**src/rtl/malu_pkg.sv**
```systemverilog
// malu_pkg: shared types and constants for the mALU sequencing controller.
//   m_op_e       - M-extension funct3 encodings
//   malu_state_e - controller FSM state type, with its state constants
//   XLEN_DEF     - default operand/result width
//   op_signs     - operand signedness {signed_a, signed_b} for a funct3
package malu_pkg;

    localparam int XLEN_DEF = 64;

    typedef enum logic [2:0] {
        OP_MUL    = 3'd0,
        OP_MULH   = 3'd1,
        OP_MULHSU = 3'd2,
        OP_MULHU  = 3'd3,
        OP_DIV    = 3'd4,
        OP_DIVU   = 3'd5,
        OP_REM    = 3'd6,
        OP_REMU   = 3'd7
    } m_op_e;

    typedef logic [1:0] malu_state_e;

    localparam malu_state_e ST_IDLE  = 2'd0;
    localparam malu_state_e ST_RUN   = 2'd1;
    localparam malu_state_e ST_DONE  = 2'd2;
    localparam malu_state_e ST_DRAIN = 2'd3;

    // Returns {signed_a, signed_b}.
    function automatic logic [1:0] op_signs(input m_op_e f);
        case (f)
            OP_MUL, OP_MULH, OP_DIV, OP_REM: return 2'b11;
            OP_MULHSU:                       return 2'b10;
            default:                         return 2'b00;
        endcase
    endfunction

endpackage

```
**src/rtl/malu_fmt.sv**
```systemverilog
// malu_fmt: combinational operand conditioning and result formatting.
//   i_dec_op        in   4       op being decoded (IDLE), {word, funct3}
//   i_rs1, i_rs2    in   XLEN    raw source operands
//   i_run_op        in   4       op currently owned by the mALU
//   i_malu_result   in   2*XLEN  mALU output, {hi,lo} or {rem,quot}
//   o_a, o_b        out  XLEN    conditioned operands for the mALU
//   o_sa, o_sb      out  1       operand signedness
//   o_special       out  1       divide-by-zero or signed overflow, resolved locally
//   o_special_res   out  XLEN    result for a special op
//   o_res           out  XLEN    selected and sign-extended mALU result
module malu_fmt
    import malu_pkg::*;
#(
    parameter int XLEN = XLEN_DEF
) (
    input  logic [3:0]        i_dec_op,
    input  logic [XLEN-1:0]   i_rs1,
    input  logic [XLEN-1:0]   i_rs2,
    input  logic [3:0]        i_run_op,
    input  logic [2*XLEN-1:0] i_malu_result,
    output logic [XLEN-1:0]   o_a,
    output logic [XLEN-1:0]   o_b,
    output logic              o_sa,
    output logic              o_sb,
    output logic              o_special,
    output logic [XLEN-1:0]   o_special_res,
    output logic [XLEN-1:0]   o_res
);

    function automatic logic [XLEN-1:0] ext32(input logic [31:0] x, input logic s);
        return {{(XLEN-32){s & x[31]}}, x};
    endfunction

    // ---------------- decode side ----------------
    m_op_e         w_f3;
    logic          w_word;
    logic [1:0]    w_signs;
    logic          w_is_div;
    logic          w_is_rem;
    logic          w_signed_div;
    logic          w_div0;
    logic          w_ovf;
    logic [XLEN-1:0] w_spec_raw;

    assign w_f3    = m_op_e'(i_dec_op[2:0]);
    assign w_word  = i_dec_op[3];
    assign w_signs = op_signs(w_f3);
    assign o_sa    = w_signs[1];
    assign o_sb    = w_signs[0];

    // Word ops see only the low 32 bits, extended according to signedness.
    assign o_a = w_word ? ext32(i_rs1[31:0], o_sa) : i_rs1;
    assign o_b = w_word ? ext32(i_rs2[31:0], o_sb) : i_rs2;

    assign w_is_div     = (w_f3 == OP_DIV) || (w_f3 == OP_DIVU);
    assign w_is_rem     = (w_f3 == OP_REM) || (w_f3 == OP_REMU);
    assign w_signed_div = (w_f3 == OP_DIV) || (w_f3 == OP_REM);

    assign w_div0 = w_word ? (i_rs2[31:0] == 32'd0) : (i_rs2 == '0);
    assign w_ovf  = w_signed_div &
                    (w_word ? ((i_rs1[31:0] == 32'h8000_0000) && (i_rs2[31:0] == 32'hFFFF_FFFF))
                            : ((i_rs1 == {1'b1, {(XLEN-1){1'b0}}}) && (i_rs2 == {XLEN{1'b1}})));

    assign o_special = (w_is_div | w_is_rem) & (w_div0 | w_ovf);

    // Divide-by-zero: quotient all-ones, remainder = dividend.
    // Overflow (min / -1): quotient = min (the dividend), remainder = 0.
    always_comb begin
        w_spec_raw = '0;
        if (w_div0)
            w_spec_raw = w_is_div ? {XLEN{1'b1}} : o_a;
        else if (w_ovf)
            w_spec_raw = w_is_div ? o_a : '0;
        o_special_res = w_word ? ext32(w_spec_raw[31:0], 1'b1) : w_spec_raw;
    end

    // ---------------- result side ----------------
    m_op_e           w_rf3;
    logic            w_sel_hi;
    logic [XLEN-1:0] w_sel;

    assign w_rf3 = m_op_e'(i_run_op[2:0]);
    // Low half carries MUL product-lo and the quotient; everything else is the high half.
    assign w_sel_hi = !((w_rf3 == OP_MUL) || (w_rf3 == OP_DIV) || (w_rf3 == OP_DIVU));
    assign w_sel    = w_sel_hi ? i_malu_result[2*XLEN-1:XLEN] : i_malu_result[XLEN-1:0];
    assign o_res    = i_run_op[3] ? ext32(w_sel[31:0], 1'b1) : w_sel;

endmodule

```
**src/rtl/malu_ctrl.sv**
```systemverilog
// malu_ctrl: sequencing controller for the multi-cycle mALU in EXC (RV64 M).
//   i_clk, i_reset    in   1       clock, async active-high reset
//   i_req_valid       in   1       M op present in EXA
//   i_op              in   4       {word, funct3}
//   i_rs1, i_rs2      in   XLEN    source operands
//   i_flush           in   1       kill current op
//   o_busy            out  1       pipeline stall request (combinational)
//   o_done            out  1       one-cycle result-valid pulse
//   o_result          out  XLEN    formatted result, held until next done
//   o_timeout_err     out  1       sticky watchdog error
//   o_malu_start      out  1       one-cycle start pulse to mALU
//   o_malu_a/b        out  XLEN    conditioned operands, stable while RUN
//   o_malu_sa/sb      out  1       operand signedness to mALU
//   i_malu_result     in   2*XLEN  {hi,lo} product or {rem,quot}
//   i_malu_ready      in   1       mALU result valid (level)
module malu_ctrl
    import malu_pkg::*;
#(
    parameter int XLEN    = XLEN_DEF,
    parameter int TIMEOUT = 255
) (
    input  logic              i_clk,
    input  logic              i_reset,
    input  logic              i_req_valid,
    input  logic [3:0]        i_op,
    input  logic [XLEN-1:0]   i_rs1,
    input  logic [XLEN-1:0]   i_rs2,
    input  logic              i_flush,
    output logic              o_busy,
    output logic              o_done,
    output logic [XLEN-1:0]   o_result,
    output logic              o_timeout_err,
    output logic              o_malu_start,
    output logic [XLEN-1:0]   o_malu_a,
    output logic [XLEN-1:0]   o_malu_b,
    output logic              o_malu_sa,
    output logic              o_malu_sb,
    input  logic [2*XLEN-1:0] i_malu_result,
    input  logic              i_malu_ready
);

    localparam logic [7:0] TIMEOUT_CNT = 8'(TIMEOUT);

    malu_state_e     r_state;
    logic            r_start;
    logic            r_timeout;
    logic [XLEN-1:0] r_result;
    logic [XLEN-1:0] r_a;
    logic [XLEN-1:0] r_b;
    logic            r_sa;
    logic            r_sb;
    logic [3:0]      r_op;
    logic [7:0]      r_cnt;

    logic [XLEN-1:0] w_a;
    logic [XLEN-1:0] w_b;
    logic            w_sa;
    logic            w_sb;
    logic            w_special;
    logic [XLEN-1:0] w_special_res;
    logic [XLEN-1:0] w_res;
    logic            w_accept;

    malu_fmt #(.XLEN(XLEN)) u_fmt (
        .i_dec_op      (i_op),
        .i_rs1         (i_rs1),
        .i_rs2         (i_rs2),
        .i_run_op      (r_op),
        .i_malu_result (i_malu_result),
        .o_a           (w_a),
        .o_b           (w_b),
        .o_sa          (w_sa),
        .o_sb          (w_sb),
        .o_special     (w_special),
        .o_special_res (w_special_res),
        .o_res         (w_res)
    );

    assign w_accept = (r_state == ST_IDLE) && i_req_valid && !i_flush;

    always_ff @(posedge i_clk or posedge i_reset) begin
        if (i_reset) begin
            r_state   <= ST_IDLE;
            r_start   <= 1'b0;
            r_timeout <= 1'b0;
            r_result  <= '0;
            r_a       <= '0;
            r_b       <= '0;
            r_sa      <= 1'b0;
            r_sb      <= 1'b0;
            r_op      <= '0;
            r_cnt     <= '0;
        end else begin
            r_start <= 1'b0;
            case (r_state)
                ST_IDLE: begin
                    if (w_accept) begin
                        r_a  <= w_a;
                        r_b  <= w_b;
                        r_sa <= w_sa;
                        r_sb <= w_sb;
                        r_op <= i_op;
                        if (w_special) begin
                            // Resolved locally; the mALU is never started.
                            r_result <= w_special_res;
                            r_state  <= ST_DONE;
                        end else begin
                            r_start <= 1'b1;
                            r_cnt   <= '0;
                            r_state <= ST_RUN;
                        end
                    end
                end
                ST_RUN: begin
                    // Flush beats a same-cycle ready: the result is discarded.
                    if (i_flush) begin
                        r_state <= ST_DRAIN;
                    end else if (i_malu_ready) begin
                        r_result <= w_res;
                        r_state  <= ST_DONE;
                    end else if (r_cnt == TIMEOUT_CNT) begin
                        r_timeout <= 1'b1;
                        r_state   <= ST_IDLE;
                    end
                    if (r_cnt != 8'hFF)
                        r_cnt <= r_cnt + 8'd1;
                end
                ST_DONE: begin
                    r_state <= ST_IDLE;
                end
                ST_DRAIN: begin
                    // Wait out the killed op so the mALU is free for the next one.
                    if (i_malu_ready)
                        r_state <= ST_IDLE;
                end
                default: begin
                    r_state <= ST_IDLE;
                end
            endcase
        end
    end

    // Stall must take effect in the decode cycle, hence combinational on req_valid.
    assign o_busy        = w_accept || (r_state == ST_RUN) || (r_state == ST_DRAIN);
    assign o_done        = (r_state == ST_DONE);
    assign o_result      = r_result;
    assign o_timeout_err = r_timeout;
    assign o_malu_start  = r_start;
    assign o_malu_a      = r_a;
    assign o_malu_b      = r_b;
    assign o_malu_sa     = r_sa;
    assign o_malu_sb     = r_sb;

endmodule

```
**config.mk**
```make
export PLATFORM = sky130hd
export DESIGN_NAME = malu_ctrl
export DESIGN_NICKNAME = d
export VERILOG_FILES = /design/src/rtl/malu_pkg.sv /design/src/rtl/malu_fmt.sv /design/src/rtl/malu_ctrl.sv
export SDC_FILE = /design/constraint.sdc
export NUM_CORES = 1
export LEC_CHECK = 0
export CAP_MARGIN = 15
export CORE_AREA = 2 2 180 182
export DETAILED_ROUTE_END_ITERATION = 7
export DIE_AREA = 0 0 182 184
export GPL_TIMING_DRIVEN = 0
export PLACE_DENSITY = 0.69
export RECOVER_POWER = 100
export SYNTH_ARGS = -nofsm -noshare
export SYNTH_HDL_FRONTEND = slang
export SYNTH_SLANG_ARGS = --single-unit
```
**constraint.sdc**
```tcl
create_clock -name i_clk -period 15.7 [get_ports i_clk]
set_input_delay 3.14 -clock i_clk [delete_from_list [all_inputs] [get_ports i_clk]]
set_output_delay 3.14 -clock i_clk [all_outputs]
set_load 0.1 [all_outputs]
```
==> out/results.txt, run 1 <==
Total congestion overflow: 0
Final Hold Fails: 0
Antenna violations before repair: 1
Maxcap violations: 1
Share of the synthesized area in the top cell type: 0.495
Most frequent cell after synthesis: nand2_1
Hold Crit Start: o_malu_sb
Starting Density: 0.338
Placed Cells: 2,138
Critical Path, Cell by Cell: dlygate4sd3_1 > or4b_2 > clkbuf_1 > clkbuf_1 > nand2b_1 > dlygate4sd3_1
Antenna Nets Post-Route: 0
Die Wd: 182 µm
Reg2Reg Setup Slack: 12.34 ns
Synth unique cells: 48
Proportion of layout cells with a drive suffix above 1: 0.0303
Synth Register Bits: 210
Worst path bufs/invs: 4
Routed WL: 50.7 mm
Detailed placement HPWL: 39.3 mm
Slew headroom: -1.82
Post CTS Setup Buffer Count: 0
Yosys top cell by area: dfrtp_1
Crit. End Element: primary output
Ys Warns: 0
GRT Overall Usage: 0.293
Drt wl/cell: 23.2 µm
CTS Hold Bufs: 0
Top Family by Delay on Critical Path: buffers and inverters
Most used DFF post-synth: dfrtp_1
Synth top area cells: dfrtp_1 50%, nand2_1 14%, o211ai_1 4.6%
Startpoint types: input pin
Worst slew pin tran: 4.21 ns
RePlAce Congestion: 0.906
Via count: 12,107
Area Growth Syn to Fin: 56.6%
# setup viols final: 0
Register area share after synthesis: 0.495
Drt pass-1 iters: 7
Commonest cells post-synth: 406 x nand2_1, 210 x dfrtp_1, 89 x clkbuf_1
Worst R2R Path Depth: 8
Vias in the first global route: 12,052
Max incr delay on CP: 1.24 ns
Core Area: 31,400 µm²
Mapped cell area: 10,600 µm²
Async set-reset flop share out of synthesis: 1.00
CTS root buffer: clkbuf_16
First-pass GRT wire length: 74.3 mm
Vias/cell: 5.54
# rows: 65
Failing checks: capacitance limit, slew limit
Fmax: 0.104 GHz
Clk sinks: 210
Largest net degree at the start of global routing: 124
Nets: 2,029
RSZ-0062 raised after global routing: no
Hold depth: 2
Worst-path clk slew: 0.06 ns
Die ar.: 33,500 µm²
Cells after Synth: 1,273
Slowest CP cell: dlygate4sd3_1
EDFF count, synth: 0
Min Tclk post-route: 9.63 ns
Crit Path Class: input pin to primary output
WP data required: 12.56 ns
CTS max path bufs: 3
Post-route DRC: 0
Mapped Nets: 1,539
Synthesized area per cell: 8.33 µm²
Cts bufs inserted: 25
Htree depth: 1
Iter 0 DRT Violations: 1,061
Final cell count without fillers: 2,184
Reg2reg end: o_result[61]
Min-delay worst type: register to register
IO Pins: 463
Worst Skew: 0.00716 ns
R2r startpoint: r_op[2]
Status: complete, but fails checks
Later-pin clock latency in the skew report: 0.52 ns
CTS tree: yes
Crit share post-route: 0.613
Gates resized, CTS repair: 0
WHS Endpoint: o_malu_sb
CP arrival: 6.49 ns
Crit Path Max Fanout: 10
Setup TNS: 0 ns
I/O Buffers: 462
Die Y: 184 µm
Slew Viols, Final: 88
==> how the worst max path moves through the flow <==
| stage | start | end | cells after the start |
|---|---|---|---|
| 6_report | i_flush | o_busy | 6 |
| 3_5_place_dp | i_flush | o_busy | 6 |
| 2_1_floorplan | i_reset | o_malu_a[0] | 1 |
| 4_1_cts | i_flush | o_busy | 6 |
| 3_3_place_gp | i_reset | o_malu_a[52] | 2 |
| 5_1_grt | i_flush | o_busy | 6 |
==> cell families (layout without fill, tap and decap cells) <==
family,Yosys count,count (layout),share of synthesized area
other,0,1,0
AOI/OAI and AO/OA,288,288,0.175
buffers and inverters,113,621,0.0451
muxes,3,3,0.00295
adders and majority gates,1,1,0.00118
DFF,210,210,0.495
and+or+nand+nor,658,658,0.280
==> layer usage <==
| metal | wire, µm | track usage |
|---|---|---|
| met1 | 19400 | 0.345 |
| met2 | 25600 | 0.534 |
| met3 | 4160 | 0.0606 |
| met4 | 1510 | 0.0906 |
| met5 | 10 | 0 |
==> layout by cell type, fill, tap and decap left out, drive strengths merged, types with 2 or more instances in the layout <==
| cell | instances |
|---|---|
| a211o | 3 |
| a21oi | 39 |
| a31oi | 2 |
| and2 | 2 |
| and3 | 6 |
| buf | 5 |
| bufinv | 4 |
| clkbuf | 138 |
| clkdlybuf4s50 | 261 |
| clkinv | 3 |
| clkinvlp | 3 |
| dfrtp | 210 |
| dlygate4sd3 | 201 |
| inv | 6 |
| mux2i | 2 |
| nand2 | 406 |
| nand2b | 3 |
| nand3 | 71 |
| nand3b | 33 |
| nand4 | 26 |
| nand4b | 3 |
| nor2 | 45 |
| nor2b | 3 |
| nor3 | 11 |
| nor4 | 35 |
| nor4b | 4 |
| o211ai | 65 |
| o21ai | 72 |
| o22ai | 33 |
| o31ai | 64 |
| or2 | 2 |
| or4 | 2 |
| or4b | 4 |
==> through the flow <==
step / util / worst slack [ns] / area [µm²] / hold WS (ns)
floorplan: - / 6.82 / 10600 / 0.469
CTS: 0.531 / 6.23 / 16700 / 0.478
global route: 0.529 / 5.94 / 16600 / 0.492
global placement: 0.501 / 3.75 / 15700 / 0.451
detailed placement: 0.502 / 6.23 / 15800 / 0.462
finish: 0.529 / 6.07 / 16600 / 0.467
==> final cells by class <==
type	instances	area, µm²
fillers	2982	14800
flip-flops and latches	210	5260
multi-input cells	950	4870
repair buffers	463	4650
clock buffers	36	747
well taps	402	503
plain buffers	106	399
clock inverters	9	150
inverters	7	27.5
diodes	1	2.50
==> state kept, by name (all words and copies together), names as in the netlist <==
name	count
o_malu_sb	1
r_state	2
o_malu_b	64
o_malu_sa	1
r_cnt	8
o_malu_a	64
o_result	64
o_timeout_err	1
o_malu_start	1
r_op	4
==> tightest hold or removal path, cell delays in order (launching register included) <==
cell	delay, ns
dfrtp_1	0.33
nand2_1	0.05
nand2_1	0.05
Power of run 1 is not shown: default switching activity piles up to over one toggle a cycle in this logic, so the estimate is an artifact.
==> run 2: changes to the inputs <==
--- a/config.mk
+++ b/config.mk
@@ -6,11 +6,11 @@
 export NUM_CORES = 1
 export LEC_CHECK = 0
 export CAP_MARGIN = 15
-export CORE_AREA = 2 2 180 182
+export CORE_AREA = 2 2 178 180
 export DETAILED_ROUTE_END_ITERATION = 7
-export DIE_AREA = 0 0 182 184
+export DIE_AREA = 0 0 180 182
 export GPL_TIMING_DRIVEN = 0
-export PLACE_DENSITY = 0.69
+export PLACE_DENSITY = 0.73
 export RECOVER_POWER = 100
 export SYNTH_ARGS = -nofsm -noshare
 export SYNTH_HDL_FRONTEND = slang
==> constraint.sdc (replaced) <==
create_clock -name i_clk -period 8.6 [get_ports i_clk]
set_input_delay 1.72 -clock i_clk [delete_from_list [all_inputs] [get_ports i_clk]]
set_output_delay 1.72 -clock i_clk [all_outputs]
set_load 0.1 [all_outputs]
==> out/results.txt, run 2 (synthesized netlist as in run 1, its figures left out) <==
Status: complete, but fails checks
Failing checks: capacitance limit, slew limit
Commonest non-fill, non-tap cell in the layout: nand2_1
Die Wd: 180 µm
Via count: 12,023
Hold depth: 2
Crit Path Max Fanout: 10
Gates resized, CTS repair: 0
Vias/cell: 5.51
CTS tree: yes
Top Family by Delay on Critical Path: buffers and inverters
Drt wl/cell: 23.1 µm
Clk sinks: 210
Vias in the first global route: 11,948
# setup viols final: 0
Startpoint types: input pin
First-pass GRT wire length: 74.1 mm
Setup TNS: 0 ns
CTS root buffer: clkbuf_16
Crit. End Element: primary output
Hold Crit Start: o_malu_sa
CTS Hold Bufs: 0
Crit Path Class: input pin to primary output
Total congestion overflow: 0
Htree depth: 1
Worst R2R Path Depth: 8
Proportion of layout cells with a drive suffix above 1: 0.0320
Reg2Reg Setup Slack: 5.35 ns
Later-pin clock latency in the skew report: 0.54 ns
Post CTS Setup Buffer Count: 0
CP arrival: 5.06 ns
Iter 0 DRT Violations: 1,021
GRT Overall Usage: 0.296
Cts bufs inserted: 25
Min-delay worst type: register to register
Final Hold Fails: 0
Worst Skew: 0.00769 ns
RePlAce Congestion: 0.957
R2r startpoint: r_op[2]
Reg2reg end: o_result[59]
Fmax: 0.148 GHz
Slowest CP cell: dlygate4sd3_1
Drt pass-1 iters: 5
Maxcap violations: 1
Post-route DRC: 0
Worst hold margin: 0.469 ns
Crit share post-route: 0.788
Post-route cell area: 16,600 µm²
Routed WL: 50.5 mm
WHS Endpoint: o_malu_sa
Slew Viols, Final: 96
Die Y: 182 µm
CTS max path bufs: 3
RSZ-0062 raised after global routing: no
I/O Buffers: 462
Antenna violations before repair: 1
Worst slew pin tran: 4.52 ns
Detailed placement HPWL: 39.5 mm
Nets: 2,030
Area Growth Syn to Fin: 56.8%
Min Tclk post-route: 6.78 ns
Finished Core Util: 0.537
Antenna Nets Post-Route: 0
Worst path bufs/invs: 4
Crit. Startpoint: i_flush
Starting Density: 0.342
Slew headroom: -2.03
WP data required: 6.88 ns
Die ar.: 32,800 µm²
Critical Path, Cell by Cell: dlygate4sd3_1 > or4b_2 > clkbuf_1 > clkbuf_1 > nand2b_1 > dlygate4sd3_1
Most frequent cells in the layout: 406 x nand2_1, 261 x clkdlybuf4s50_1, 210 x dfrtp_1
IO Pins: 463
# rows: 65
Max incr delay on CP: 1.22 ns
Core Area: 31,000 µm²
Worst-path clk slew: 0.05 ns
Area after DPL: 15,800 µm²
Largest net degree at the start of global routing: 116
## run 2: cell count changes in the layout (fill, tap and decap cells not counted), sizes merged
cell,delta
clkbuf,-5
inv,+1
bufinv,+1
buf,+2
## run 2: layout make-up
type / count / area (µm²)
Fill cell: 2901 / 14400
Sequential cell: 210 / 5260
Multi-Input combinational cell: 950 / 4870
Timing Repair Buffer: 464 / 4660
Clock buffer: 32 / 712
Tap cell: 402 / 503
Buffer: 106 / 407
Clock inverter: 11 / 189
Inverter: 7 / 27.5
Antenna cell: 1 / 2.50
## run 2: worst max path at each step
stage	endpoint	slack (ns)	depth (start not counted)
final	o_busy	1.82	6
after global routing	o_busy	1.69	6
after CTS	o_busy	1.98	6
after detailed placement	o_busy	1.99	6
after global placement	o_malu_a[51]	-1.93	2
after floorplan	o_malu_a[0]	1.14	1
## run 2: through the flow
stage	cells	setup WS, ns
after floorplan	1273	1.14
after global placement	2137	-1.93
final	2183	1.82
after CTS	2182	1.98
after detailed placement	2139	1.99
after global routing	2183	1.69
## run 2: routing by layer
layer,vias to the layer above,global-route usage,wire length (µm)
li1,5497,-,-
met1,5812,0.355,19700
met2,594,0.522,24800
met3,120,0.0590,3760
met4,0,0.116,2160
met5,-,0,0
## run 2: worst reg2reg max path: cells and delay by family, from the launching register on
family	cells	cell delay (ns)
buffers and inverters	3	1.41
multiplexers	1	0.23
flip-flops	1	0.36
AO/OA/AOI/OAI	4	1.14
Power of run 2 is left out for the same reason.
